**config.mk**
```make
export PLATFORM = sky130hd
export DESIGN_NAME = countdown_ctrl
export DESIGN_NICKNAME = d
export VERILOG_FILES = /design/src/rtl/countdown_ctrl.sv
export SDC_FILE = /design/constraint.sdc
export NUM_CORES = 1
export LEC_CHECK = 0
export CORE_ASPECT_RATIO = 0.8
export CORE_MARGIN = 3
export CORE_UTILIZATION = 35
export CTS_BUF_LIST = sky130_fd_sc_hd__clkbuf_16
export DETAILED_ROUTE_END_ITERATION = 12
export PLACE_DENSITY = 0.68
export SYNTH_ARGS = -nofsm -noshare
export SYNTH_HDL_FRONTEND = slang
export SYNTH_SLANG_ARGS = --single-unit
```
**constraint.sdc**
```tcl
create_clock -name clk -period 2.1 [get_ports clk]
set_input_delay 0.42 -clock clk [delete_from_list [all_inputs] [get_ports clk]]
set_output_delay 0.42 -clock clk [all_outputs]
set_load 0.005 [all_outputs]
```
**src/rtl/countdown_ctrl.sv**
```systemverilog
`default_nettype none
// ============================================================================
// countdown_ctrl : run/pause/clear FSM and BCD mm:ss datapath for a countdown
// Rev 1.0
// ============================================================================
module countdown_ctrl #(
   parameter logic [3:0] PRESET_M1 = 4'd0,
   parameter logic [3:0] PRESET_M0 = 4'd0,
   parameter logic [3:0] PRESET_S1 = 4'd3,
   parameter logic [3:0] PRESET_S0 = 4'd0
) (
   input  logic        clk,
   input  logic        rst_h,
   input  logic        tick_1hz,
   input  logic        start_pb,
   input  logic        clr_pb,
   output logic [3:0]  m1,
   output logic [3:0]  m0,
   output logic [3:0]  s1,
   output logic [3:0]  s0,
   output logic [1:0]  state,
   output logic        done,
   output logic [15:0] led
);

   typedef enum logic [1:0] {
      IDLE  = 2'd0,
      RUN   = 2'd1,
      PAUSE = 2'd2,
      DONE  = 2'd3
   } state_t;

   localparam logic [15:0] c_led_off   = 16'h0000;
   localparam logic [15:0] c_led_run   = 16'h0001;
   localparam logic [15:0] c_led_pause = 16'h8001;
   localparam logic [15:0] c_led_on    = 16'hFFFF;
   localparam logic        c_preset_zero = (PRESET_M1 == 4'd0) && (PRESET_M0 == 4'd0) &&
                                           (PRESET_S1 == 4'd0) && (PRESET_S0 == 4'd0);

   state_t     r_state;
   logic       r_blink;
   logic [3:0] w_m1, w_m0, w_s1, w_s0;
   logic       w_dec_zero;

   // One-second decrement with BCD borrow chain; m1 never wraps since 00:00 is never decremented.
   always_comb begin
      w_s0 = (s0 == 4'd0) ? 4'd9 : s0 - 4'd1;
      w_s1 = s1;
      w_m0 = m0;
      w_m1 = m1;
      if (s0 == 4'd0) begin
         w_s1 = (s1 == 4'd0) ? 4'd5 : s1 - 4'd1;
         if (s1 == 4'd0) begin
            w_m0 = (m0 == 4'd0) ? 4'd9 : m0 - 4'd1;
            if (m0 == 4'd0 && m1 != 4'd0) begin
               w_m1 = m1 - 4'd1;
            end
         end
      end
      w_dec_zero = (w_m1 == 4'd0) && (w_m0 == 4'd0) && (w_s1 == 4'd0) && (w_s0 == 4'd0);
   end

   assign state = r_state;

   always_ff @(posedge clk) begin
      if (rst_h || clr_pb) begin
         r_state <= IDLE;
         m1      <= PRESET_M1;
         m0      <= PRESET_M0;
         s1      <= PRESET_S1;
         s0      <= PRESET_S0;
         done    <= 1'b0;
         led     <= c_led_off;
         r_blink <= 1'b0;
      end else begin
         case (r_state)
            IDLE: begin
               if (start_pb) begin
                  if (c_preset_zero) begin
                     r_state <= DONE;
                     done    <= 1'b1;
                     r_blink <= 1'b1;
                     led     <= c_led_on;
                  end else begin
                     r_state <= RUN;
                     led     <= c_led_run;
                  end
               end
            end
            RUN: begin
               if (tick_1hz) begin
                  m1 <= w_m1;
                  m0 <= w_m0;
                  s1 <= w_s1;
                  s0 <= w_s0;
               end
               // Reaching 00:00 outranks a pause requested in the same cycle.
               if (tick_1hz && w_dec_zero) begin
                  r_state <= DONE;
                  done    <= 1'b1;
                  r_blink <= 1'b1;
                  led     <= c_led_on;
               end else if (start_pb) begin
                  r_state <= PAUSE;
                  led     <= c_led_pause;
               end
            end
            PAUSE: begin
               if (start_pb) begin
                  r_state <= RUN;
                  led     <= c_led_run;
               end
            end
            DONE: begin
               if (tick_1hz) begin
                  r_blink <= ~r_blink;
                  led     <= r_blink ? c_led_off : c_led_on;
               end
            end
            default: begin
               r_state <= IDLE;
               led     <= c_led_off;
            end
         endcase
      end
   end

endmodule
`default_nettype wire

```
[After elaboration in Yosys (flattened, before gate mapping)]
Index checks and enable logic that the tools add are counted.
Storage, ports and cells
  register bits: 36
  input bits: 5
Operators by class
  add/sub/neg operators: 4
  eq/ne operators: 7
  muxes and demuxes: 22
  bitwise operators: 1
  reduce and logical (&&, ||, !) cells: 23
Operators with widths (count)
  2-to-1 mux 16 bit: 5
  one-hot mux 16 bit (3 select lines): 1
  2-to-1 mux 4 bit: 9
  zero test 4 bit: 7
  subtractor 4 x 1 -> 4 bit (second input constant): 4
  AND reduction 3 bit: 3
  2-to-1 mux 2 bit: 3
  logical AND 1 bit: 5
  equality test 2 bit (second input constant): 2
  != test 2 bit (second input constant): 2
  one-hot mux 2 bit (2 select lines): 1
  AND reduction 2 bit: 2
  nonzero test 2 bit: 2
  nonzero test 4 bit: 1
  != test 3 bit (second input constant): 1
  equality test 2 x 1 -> 1 bit (second input constant): 1
  zero test 2 bit: 1
  2-to-1 mux 1 bit: 2
  != test 2 x 1 -> 1 bit (second input constant): 1
  one-hot mux 1 bit (2 select lines): 1
  OR reduction 2 bit: 1
  logical OR 1 bit: 1
  inverter 1 bit: 1

[Depth between registers and ports, before layout]
Gate-level depths: netlist of run 1.
  depth after elaboration: 12
  gate-level depth with buffers: 6

[Least setup slack after synthesis of run 1]
OpenSTA, ideal clock, no wires.
  kind: in2reg
  start: input tick_1hz
  end: register m0[3]
  setup time: 0.070 ns
  data arrival time: 1.882 ns
  path slack: 0.147 ns
  stages on the path: 6
  buffers on the path: 2
  cells stage by stage: clkbuf_1 -> nand4bb_1 -> clkbuf_1 -> or4_4 -> or3_1 -> a21oi_1
On the way
  longest elaborated chain between the ends: 1
Ends and longest elaborated chain
  start: declaration: line 14  | input logic tick_1hz,
  AND reduction 2 bit (no source line)
  end signal: assignment: line 93  | m0 <= w_m0;
  end: declaration: line 18  | output logic [3:0] m0,
No other way between the ends.
A chain may end at the register's enable or synchronous reset.

[Worst setup path after layout of run 1]
  start: register s1[1]
  end: register m0[3]
On the way
  longest elaborated chain between the ends: 3
Ends and longest elaborated chain
  start: declaration: line 19  | output logic [3:0] s1,
  start signal: assignment: line 94  | s1 <= w_s1;
  zero test 4 bit: line 53  | if (s1 == 4'd0) begin
  2-to-1 mux 4 bit: line 53
  2-to-1 mux 4 bit: line 51  | if (s0 == 4'd0) begin
No other way between the ends.

==> impl_metrics.csv, run 1 <==
group,metric,value,unit
run_status,status,"finished clean",
global_routing,global_route.usage.total,14.3,%
pwr,power_frac_clock,44.5,%
floorplan,placement_rows,18,
floorplan,die_area,4170,sq um
critical_path,worstPathCellList,"or4_4 -> or4_4 -> or3_1 -> a21oi_1",
route,finalWirelength,2950,um
hold_path,hold_path.class,"reg2reg",
route,vias,1136,
critical_path,endpoint_kind,"register",
clock_tree,clock_tree.htree_level_count,1,
logic_synthesis,syn-cell-area,1200,sq um
placed_design,place_area,1610,sq um
logic_synthesis,synth_async_sr_flop_share,0,%
pwr,power.ir.vdd_worst,0.403,mV
finish,stdcell_area,1700,sq um
critical_path,required,2280,ps
logic_synthesis,synth.net_count,151,
global_routing,grt.overflow.total,0,
critical_path,r2r_end,"m0[3]",
sta,finalClockSkew,2.50,ps
logic_synthesis,sequential_share_of_the_synthesized_area,38.4,%
hold_path,worst_hold_path.num_cells,2,
pwr,power.internal,0.000722,W
critical_path,reg2reg_slack,170,ps
pwr,power.static_leakage,0.588,nW
placed_design,place_congestion,0.796,
sta,hold_viol_final,0,
critical_path,critical_path.most_common_cell,"sky130_fd_sc_hd__or4_4",
route,routed_via_density,5.14,
finish,share_of_post_route_cells_with_drive_strength_above_1,14.4,%
finish,final_core_occ,53.4,%
clock_tree,cts_tree,"built",
critical_path,worst_setup_path_startpoint,"s1[1]",
route,ant_nets,0,
floorplan,floorplan.io_pins,40,
logic_synthesis,synth_ff_type,"sky130_fd_sc_hd__dfxtp_1",
sta,post-route-period-util,92.1,%
clock_tree,cts_buffer_depth,2,
logic_synthesis,ys_top_cells_by_count,"sky130_fd_sc_hd__dfxtp_1 (23), sky130_fd_sc_hd__a21oi_1 (17), sky130_fd_sc_hd__buf_4 (13), sky130_fd_sc_hd__nor2_1 (13), sky130_fd_sc_hd__o21ai_0 (9)",
pwr,comb_power_share,6.3,%
clock_tree,tritoncts.num_buffers,3,
logic_synthesis,synth_seq_cells,23,
logic_synthesis,yosysUniqueCellTypes,38,
sta,grt_setup_unrepaired,"false",
pwr,power_density,530,nW/um^2
sta,period_minus_slack,1930,ps
pwr,swShare,19.8,%
logic_synthesis,post-synth-top-count-cell,"sky130_fd_sc_hd__dfxtp_1",
pwr,p_sw,0.000178,W
clock_tree,clock_tree.root_cell,"sky130_fd_sc_hd__clkbuf_16",
run,drv_cap,0,
critical_path,worstSetupPathType,"reg2reg",
logic_synthesis,number_of_synthesized_flops_with_an_enable_pin,0,
hold_path,min_to,"done",
logic_synthesis,yosysTopAreaCellShare,38.4,%
critical_path,cp_max_fo,4,
global_routing,grt_antenna_before_repair,0,
critical_path,regToRegStartpoint,"s1[1]",
logic_synthesis,syn-instance-count,145,
placed_design,io_buffer_count,39,
sta,slew-limit-headroom,62.8,%
finish,antenna_cells_inserted,0,
clock_tree,path_clk_slew,60,ps
global_routing,grt_pass1_wl,4800,um
hold_path,timing.hold.worst.start,"done",
global_routing,first_global_vias,1023,
pwr,pwr-share-seq,49.2,%
route,initialDrtViolationCount,47,
sta,finalSetupViolations,0,
critical_path,cpPeakStageDelay,570,ps
critical_path,cp-start-kind,"register",
placed_design,dp_hpwl,2210,um
critical_path,cp_num_buf_inv,0,
logic_synthesis,yosys-top-cells-area,"sky130_fd_sc_hd__dfxtp_1 (38%), sky130_fd_sc_hd__buf_4 (8.1%), sky130_fd_sc_hd__a21oi_1 (7.1%)",
global_routing,grt_max_degree,18,
sta,worst-slew-pin-transition,553,ps
floorplan,floorplan.initialDensity,37.8,%
floorplan,dieWidth,71.5,um
route,route.detailed.drc,0,
clock_tree,number_of_sinks_driven_by_the_clock_tree,23,
sta,fmax,0.517,GHz
logic_synthesis,number_of_warnings_printed_during_yosys_synthesis,0,
finish,design.final.nets,188,
logic_synthesis,synth.largest_area_cell,"sky130_fd_sc_hd__dfxtp_1",
floorplan,vertical_extent_of_the_die,58.4,um
critical_path,crit_path_max_delay_cell_type,"sky130_fd_sc_hd__or4_4",
finish,layout-area-overhead-vs-synth,41.4,%
route,route.detailed.wl_per_inst,13.4,um
floorplan,core,3180,sq um
logic_synthesis,synth.avg_cell_area,8.28,sq um
clock_tree,clock_insertion_delay_worst_skew,250,ps
sta,setup-tns-final,0,ps
finish,final.fill_count,285,
finish,final_cells,221,
sta,final-max-slew-violation-count,0,
critical_path,critPathTopFamily,"simple AND/OR/NAND/NOR gates",
route,drt_pass1_iterations,4,
critical_path,worstPathArrival,2120,ps
placed_design,placedCellCount,217,
critical_path,r2r.worst_path.cells,4,
area by class of cell:
class	count	area, sq um	share of cell area (%)
Clock inverter	1	3.75	0.221
Inverter	4	15.0	0.885
Clock buffer	3	75.1	4.42
Sequential cell	23	460	27.1
Multi-Input combinational cell	99	612	36.1
Tap cell	40	50.0	2.95
Timing Repair Buffer	51	480	28.3
stage by stage:
stage	hold WS [ps]	worst slack, ps	total power, W
after global routing	508	11.5	0.000940
after global placement	435	42.1	0.000506
after floorplan	442	147	0.000478
after detailed placement	442	-2.23	0.000508
after CTS	449	132	0.000915
final	445	165	0.000900
state kept, by name, summed over array words and instances, names as in the netlist:
register and cells:
m0 4, m1 4, s0 4, s1 4
led 3, state 2, done 1, r_blink 1
power groups by stage:
stage,Clock [W],Sequential (W),Combinational (W)
floorplan,0,0.000452,0.0000259
global route,0.000435,0.000443,0.0000621
detailed placement,0,0.000452,0.0000557
CTS,0.000416,0.000442,0.0000561
global placement,0,0.000452,0.0000546
finish,0.000401,0.000443,0.0000566
timing repair:
item	CTS	global route
hold buffers	0	0
setup endpoints to repair	0	3
resized for setup	0	3
hold endpoints to repair	0	0
setup buffers	0	0
worst register-to-register path, stage by stage (launching register included):
cell	delay [ps]
sky130_fd_sc_hd__dfxtp_1	310
sky130_fd_sc_hd__or4_4	570
sky130_fd_sc_hd__or4_4	540
sky130_fd_sc_hd__or3_1	310
sky130_fd_sc_hd__a21oi_1	140
cell usage in the layout (no fill, tap or decap), drive strengths merged, types with 5 or more instances in the layout:
cell	n
clkdlybuf4s50	39
nor2b	5
buf	12
inv	5
nand2	8
a21oi	17
dfxtp	23
nor3	8
nor2	13
o21ai	9
per-layer routing:
metal	up-vias	GRT usage [%]	part of all wire [%]
met5	-	0	0
li1	579	-	-
met3	0	4.78	6.2
met1	526	17.7	45
met4	0	1.61	0
met2	31	25.3	49
worst max-delay path by stage:
stage | to | slack (ps) | depth (start not counted)
final | m0[3] | 170 | 4
after global routing | state[0] | 10 | 5
after CTS | r_blink | 130 | 5
after detailed placement | s0[2] | -2 | 5
after global placement | m0[3] | 40 | 5
after floorplan | m0[3] | 150 | 6
logic make-up after synthesis:
kind of cell               after synthesis  share of synthesized area [%]
and+or+nand+nor                         56                           27.3
adders and majority gates                1                           1.04
AOI/OAI and AO/OA                       39                           19.8
DFF                                     23                           38.4
buffers and inverters                   23                           11.3
xor gates and xnor gates                 3                           2.19
Power figures use the tool's default switching activity.
==> inputs of run 2 (changes only) <==
--- a/config.mk
+++ b/config.mk
@@ -7,10 +7,11 @@
 export LEC_CHECK = 0
 export CORE_ASPECT_RATIO = 0.8
 export CORE_MARGIN = 3
-export CORE_UTILIZATION = 35
+export CORE_UTILIZATION = 40
 export CTS_BUF_LIST = sky130_fd_sc_hd__clkbuf_16
 export DETAILED_ROUTE_END_ITERATION = 12
-export PLACE_DENSITY = 0.68
+export GPL_TIMING_DRIVEN = 0
+export PLACE_DENSITY = 0.76
 export SYNTH_ARGS = -nofsm -noshare
 export SYNTH_HDL_FRONTEND = slang
 export SYNTH_SLANG_ARGS = --single-unit
==> run 2 against run 1 <==
Net effect: cell count up 2.3%; via count up 4.6%; design area up 1.4%; largest power group unchanged.
==> impl_metrics.csv, run 2 (synthesis gave the netlist of run 1 again) <==
group,metric,value,unit
placed_design,dp_hpwl,2310,um
pwr,power_frac_clock,45.0,%
route,finalWirelength,3100,um
critical_path,cpPeakStageDelay,570,ps
route,ant_nets,0,
global_routing,global_route.usage.total,17.5,%
finish,final_core_occ,61.3,%
placed_design,post-place-ws,-111,ps
sta,worst-slew-pin-transition,563,ps
placed_design,place_congestion,0.751,
sta,timing.final.ws_setup,92.9,ps
critical_path,cp_num_buf_inv,0,
pwr,power.internal,0.000717,W
route,drt_pass1_iterations,4,
pwr,comb_power_share,5.5,%
critical_path,critical_path.most_common_cell,"sky130_fd_sc_hd__or4_4",
critical_path,crit_path_max_delay_cell_type,"sky130_fd_sc_hd__or4_4",
sta,fmax,0.498,GHz
sta,grt_setup_unrepaired,"false",
finish,most_frequent_cells_in_the_layout,"sky130_fd_sc_hd__clkdlybuf4s50_1 (38), sky130_fd_sc_hd__dfxtp_1 (22), sky130_fd_sc_hd__a21oi_1 (17)",
clock_tree,path_clk_slew,60,ps
sta,slew-limit-headroom,62.1,%
floorplan,floorplan.io_pins,40,
hold_path,hold_path.class,"reg2reg",
pwr,power.static_leakage,0.606,nW
clock_tree,cts_tree,"built",
route,route.detailed.drc,0,
global_routing,grt_max_degree,16,
finish,stdcell_area,1720,sq um
route,route.detailed.wl_per_inst,13.7,um
pwr,p_sw,0.000179,W
floorplan,floorplan.initialDensity,42.7,%
finish,design.final.nets,195,
placed_design,io_buffer_count,38,
global_routing,first_global_vias,1068,
sta,post-route-period-util,95.6,%
pwr,power_density,521,nW/um^2
sta,final-max-slew-violation-count,0,
critical_path,required,2280,ps
clock_tree,number_of_sinks_driven_by_the_clock_tree,23,
clock_tree,clock_insertion_delay_worst_skew,250,ps
floorplan,core,2810,sq um
global_routing,grt_antenna_before_repair,0,
clock_tree,cts_buffer_depth,2,
sta,hold_viol_final,0,
sta,finalClockSkew,1.41,ps
sta,period_minus_slack,2010,ps
floorplan,placement_rows,17,
clock_tree,tritoncts.num_buffers,3,
critical_path,cp-start-kind,"register",
global_routing,grt_pass1_wl,4870,um
floorplan,dieWidth,67.2,um
critical_path,worstSetupPathType,"reg2reg",
clock_tree,clock_tree.htree_level_count,1,
floorplan,die_area,3700,sq um
route,initialDrtViolationCount,66,
critical_path,worstPathCellList,"or4_4 -> or4_4 -> or3_1 -> a21oi_1",
critical_path,critPathTopFamily,"simple AND/OR/NAND/NOR gates",
run_status,status,"finished clean",
route,routed_via_density,5.26,
critical_path,endpoint_kind,"register",
floorplan,vertical_extent_of_the_die,55.0,um
finish,antenna_cells_inserted,0,
critical_path,cp_max_fo,6,
clock_tree,clock_tree.root_cell,"sky130_fd_sc_hd__clkbuf_16",
pwr,pwr-share-seq,49.4,%
route,vias,1188,
global_routing,grt.overflow.total,0,
placed_design,place_area,1630,sq um
sta,fin_hold_ws,459,ps
finish,mostFrequentLayoutCell,"sky130_fd_sc_hd__clkdlybuf4s50_1",
critical_path,worstPathArrival,2190,ps
pwr,swShare,20.0,%
run,drv_cap,0,
finish,share_of_post_route_cells_with_drive_strength_above_1,15.4,%
finish,layout-area-overhead-vs-synth,43.4,%
sta,setup-tns-final,0,ps
pwr,power.ir.vdd_worst,0.521,mV
sta,finalSetupViolations,0,
-- run 2: worst register-to-register path: stages, from the launching register on --
cell	delay, ps
sky130_fd_sc_hd__dfxtp_1	360
sky130_fd_sc_hd__or4_4	570
sky130_fd_sc_hd__or4_4	540
sky130_fd_sc_hd__or3_1	320
sky130_fd_sc_hd__a21oi_1	150
-- run 2: repair_timing --
| action | CTS | global route |
|---|---|---|
| buffers inserted | 0 | 1 |
| endpoints found under the hold margin | 0 | 0 |
| hold buffers | 0 | 0 |
| resized for setup | 0 | 2 |
| endpoints found under the setup margin | 0 | 2 |
-- run 2: per-layer routing --
| layer | vias up | routed length, um | GRT usage (%) |
|---|---|---|---|
| li1 | 600 | - | - |
| met1 | 561 | 1440 | 22.3 |
| met2 | 25 | 1530 | 29.9 |
| met3 | 2 | 113 | 5.05 |
| met4 | 0 | 6 | 3.03 |
| met5 | - | 0 | 0 |
-- run 2: area by class of cell --
cell class / instances / area, sq um
Timing Repair Buffer: 39 / 388
Clock buffer: 3 / 75.1
Inverter: 4 / 15.0
Sequential cell: 23 / 462
Tap cell: 38 / 47.5
Fill cell: 262 / 1090
Buffer: 19 / 120
Clock inverter: 1 / 5.00
Multi-Input combinational cell: 99 / 608
-- run 2: per-stage QoR --
stage,power [W],cells
3_3_place_gp,0.000499,221
4_1_cts,0.000908,225
5_1_grt,0.000934,226
2_1_floorplan,0.000478,145
3_5_place_dp,0.000502,221
6_report,0.000896,226
-- run 2: path summary, 6_finish.rpt --
| kind | from | endpoint | slack (ps) | cells after the start |
|---|---|---|---|---|
| worst min-delay path | done | done | 460 | 2 |
| worst max-delay path | s1[2] | m0[3] | 90 | 4 |
| worst min register to register | done | done | 460 | 2 |
| worst max register to register | s1[2] | m0[3] | 90 | 4 |
-- run 2: power groups by stage --
stage          Clock [W]  Combinational (W)  Sequential [W]
2_1_floorplan          0          0.0000259        0.000452
3_3_place_gp           0          0.0000469        0.000452
3_5_place_dp           0          0.0000491        0.000452
4_1_cts         0.000416          0.0000495        0.000443
5_1_grt         0.000437          0.0000545        0.000443
6_report        0.000404          0.0000497        0.000443
==> inputs of run 3 (changes only) <==
--- a/config.mk
+++ b/config.mk
@@ -5,7 +5,7 @@
 export SDC_FILE = /design/constraint.sdc
 export NUM_CORES = 1
 export LEC_CHECK = 0
-export CORE_ASPECT_RATIO = 0.8
+export CORE_ASPECT_RATIO = 2
 export CORE_MARGIN = 3
 export CORE_UTILIZATION = 40
 export CTS_BUF_LIST = sky130_fd_sc_hd__clkbuf_16
==> run 3 against run 2 <==
Net effect: sequential share of layout area up 0.32 points; flip-flop and latch count unchanged; cell count down 4.4%; combinational power down 4.0%.
==> impl_metrics.csv, run 3 (synthesis gave the netlist of run 1 again) <==
group,metric,value,unit
run_status,status,"finished clean",
critical_path,cpPeakStageDelay,560,ps
pwr,p_sw,0.000176,W
sta,hold_viol_final,0,
global_routing,first_global_vias,1155,
pwr,power.ir.vdd_worst,0.450,mV
critical_path,cp_max_fo,6,
critical_path,required,2280,ps
pwr,power.static_leakage,0.605,nW
critical_path,worstPathArrival,2190,ps
sta,final-max-slew-violation-count,0,
pwr,power.internal,0.000715,W
clock_tree,clock_tree.root_cell,"sky130_fd_sc_hd__clkbuf_16",
sta,period_minus_slack,2000,ps
floorplan,floorplan.initialDensity,42.8,%
critical_path,cp_num_buf_inv,0,
finish,area.sequential,462,sq um
run,drv_cap,0,
placed_design,place_congestion,0.780,
placed_design,post-place-ws,-78.4,ps
finish,layout-area-overhead-vs-synth,41.7,%
floorplan,placement_rows,27,
critical_path,critPathTopFamily,"simple AND/OR/NAND/NOR gates",
global_routing,grt.overflow.total,0,
global_routing,grt_max_degree,16,
finish,antenna_cells_inserted,0,
critical_path,reg2reg_slack,100,ps
sta,post-route-period-util,95.5,%
clock_tree,clock_insertion_delay_worst_skew,250,ps
route,drt_pass1_iterations,4,
critical_path,worstSetupPathDepth,4,
sta,fmax,0.499,GHz
clock_tree,clock_tree.htree_level_count,1,
hold_path,min_to,"done",
critical_path,cp-start-kind,"register",
pwr,pwr-share-seq,49.7,%
placed_design,dp_hpwl,2300,um
finish,share_of_post_route_cells_with_drive_strength_above_1,14.4,%
clock_tree,cts_buffer_depth,2,
clock_tree,post_cts_hold_buffer_count,0,
floorplan,vertical_extent_of_the_die,83.5,um
floorplan,floorplan.io_pins,40,
sta,grt_setup_unrepaired,"false",
pwr,comb_power_share,5.4,%
finish,multiInputGateArea,608,sq um
critical_path,critical_path.most_common_cell,"sky130_fd_sc_hd__or4_4",
route,route.detailed.wl_per_inst,13.4,um
route,routed_via_density,5.47,
critical_path,regToRegStartpoint,"s1[2]",
clock_tree,tritoncts.num_buffers,3,
floorplan,core,2800,sq um
route,finalWirelength,2890,um
sta,timing.final.ws_setup,95.3,ps
hold_path,hold_path.class,"reg2reg",
clock_tree,cts_tree,"built",
placed_design,io_buffer_count,38,
global_routing,grt_antenna_before_repair,0,
finish,final.fill_count,265,
pwr,power_frac_clock,44.9,%
critical_path,worstPathCellList,"or4_4 -> or4_4 -> or3_1 -> a21oi_1",
hold_path,timing.hold.worst.start,"done",
sta,slew-limit-headroom,63.3,%
finish,mostFrequentLayoutCell,"sky130_fd_sc_hd__clkdlybuf4s50_1",
route,initialDrtViolationCount,33,
sta,finalSetupViolations,0,
pwr,swShare,19.7,%
finish,most_frequent_cells_in_the_layout,"sky130_fd_sc_hd__clkdlybuf4s50_1 (38), sky130_fd_sc_hd__dfxtp_1 (22), sky130_fd_sc_hd__a21oi_1 (17)",
sta,worst-slew-pin-transition,546,ps
finish,final_core_occ,60.6,%
route,vias,1181,
floorplan,die_area,3730,sq um
clock_tree,path_clk_slew,60,ps
floorplan,dieWidth,44.7,um
critical_path,worstSetupPathType,"reg2reg",
sta,finalClockSkew,1.39,ps
global_routing,global_route.usage.total,16.5,%
route,route.detailed.drc,0,
critical_path,r2r_end,"m0[3]",
critical_path,crit_path_max_delay_cell_type,"sky130_fd_sc_hd__or4_4",
finish,design.final.nets,194,
clock_tree,number_of_sinks_driven_by_the_clock_tree,23,
route,ant_nets,0,
hold_path,worst_hold_path.num_cells,2,
global_routing,grt_pass1_wl,4890,um
pwr,power_density,524,nW/um^2
critical_path,r2r.worst_path.cells,4,
critical_path,endpoint_kind,"register",
run 3: per-stage QoR:
step	cell area (sq um)	total power (W)	instances	hold slack, ps	setup TNS [ps]
4_1_cts	1700	0.000898	216	455	0
3_3_place_gp	1620	0.000499	212	443	-31.4
6_report	1700	0.000891	216	448	0
3_5_place_dp	1620	0.000500	212	446	-104
5_1_grt	1700	0.000915	216	481	0
2_1_floorplan	1200	0.000478	145	442	0
run 3: worst max-delay path by stage:
stage | startpoint | end | slack, ps
2_1_floorplan | tick_1hz | m0[3] | 150
3_3_place_gp | tick_1hz | m0[3] | -30
3_5_place_dp | tick_1hz | m0[3] | -80
4_1_cts | s1[1] | m0[3] | 30
5_1_grt | s1[2] | m0[3] | 40
6_report | s1[2] | m0[3] | 100
run 3: power by group through the flow:
stage | Combinational, W | Sequential, W | Clock (W)
floorplan | 0.0000259 | 0.000452 | 0
global placement | 0.0000466 | 0.000452 | 0
detailed placement | 0.0000476 | 0.000452 | 0
CTS | 0.0000478 | 0.000443 | 0.000408
global route | 0.0000537 | 0.000443 | 0.000418
finish | 0.0000477 | 0.000443 | 0.000400
run 3: cell type report:
type | instances | share of cell area, %
Buffer | 19 | 7.06
Clock buffer | 3 | 4.42
Clock inverter | 1 | 0.221
Inverter | 4 | 0.883
Multi-Input combinational cell | 99 | 35.8
Sequential cell | 23 | 27.2
Tap cell | 29 | 2.13
Timing Repair Buffer | 38 | 22.4
run 3: worst reg2reg max path, stage by stage (launching register included):
cell and delay [ps]:
sky130_fd_sc_hd__dfxtp_2 350, sky130_fd_sc_hd__or4_4 560, sky130_fd_sc_hd__or4_4 550, sky130_fd_sc_hd__or3_1 320
sky130_fd_sc_hd__a21oi_1 150
run 3: routing by layer:
metal / vias to the layer above / global-route usage, % / share of wire [%]
met2: 47 / 29.8 / 55
met4: 0 / 7.14 / 2.1
li1: 597 / - / -
met1: 529 / 17.4 / 38
met3: 8 / 2.59 / 5.2
met5: - / 0 / 0
run 3: what timing repair did:
item / 4_1_cts / 5_1_grt
setup endpoints to repair: 0 / 3
resized for setup: 0 / 2
setup buffers: 0 / 0
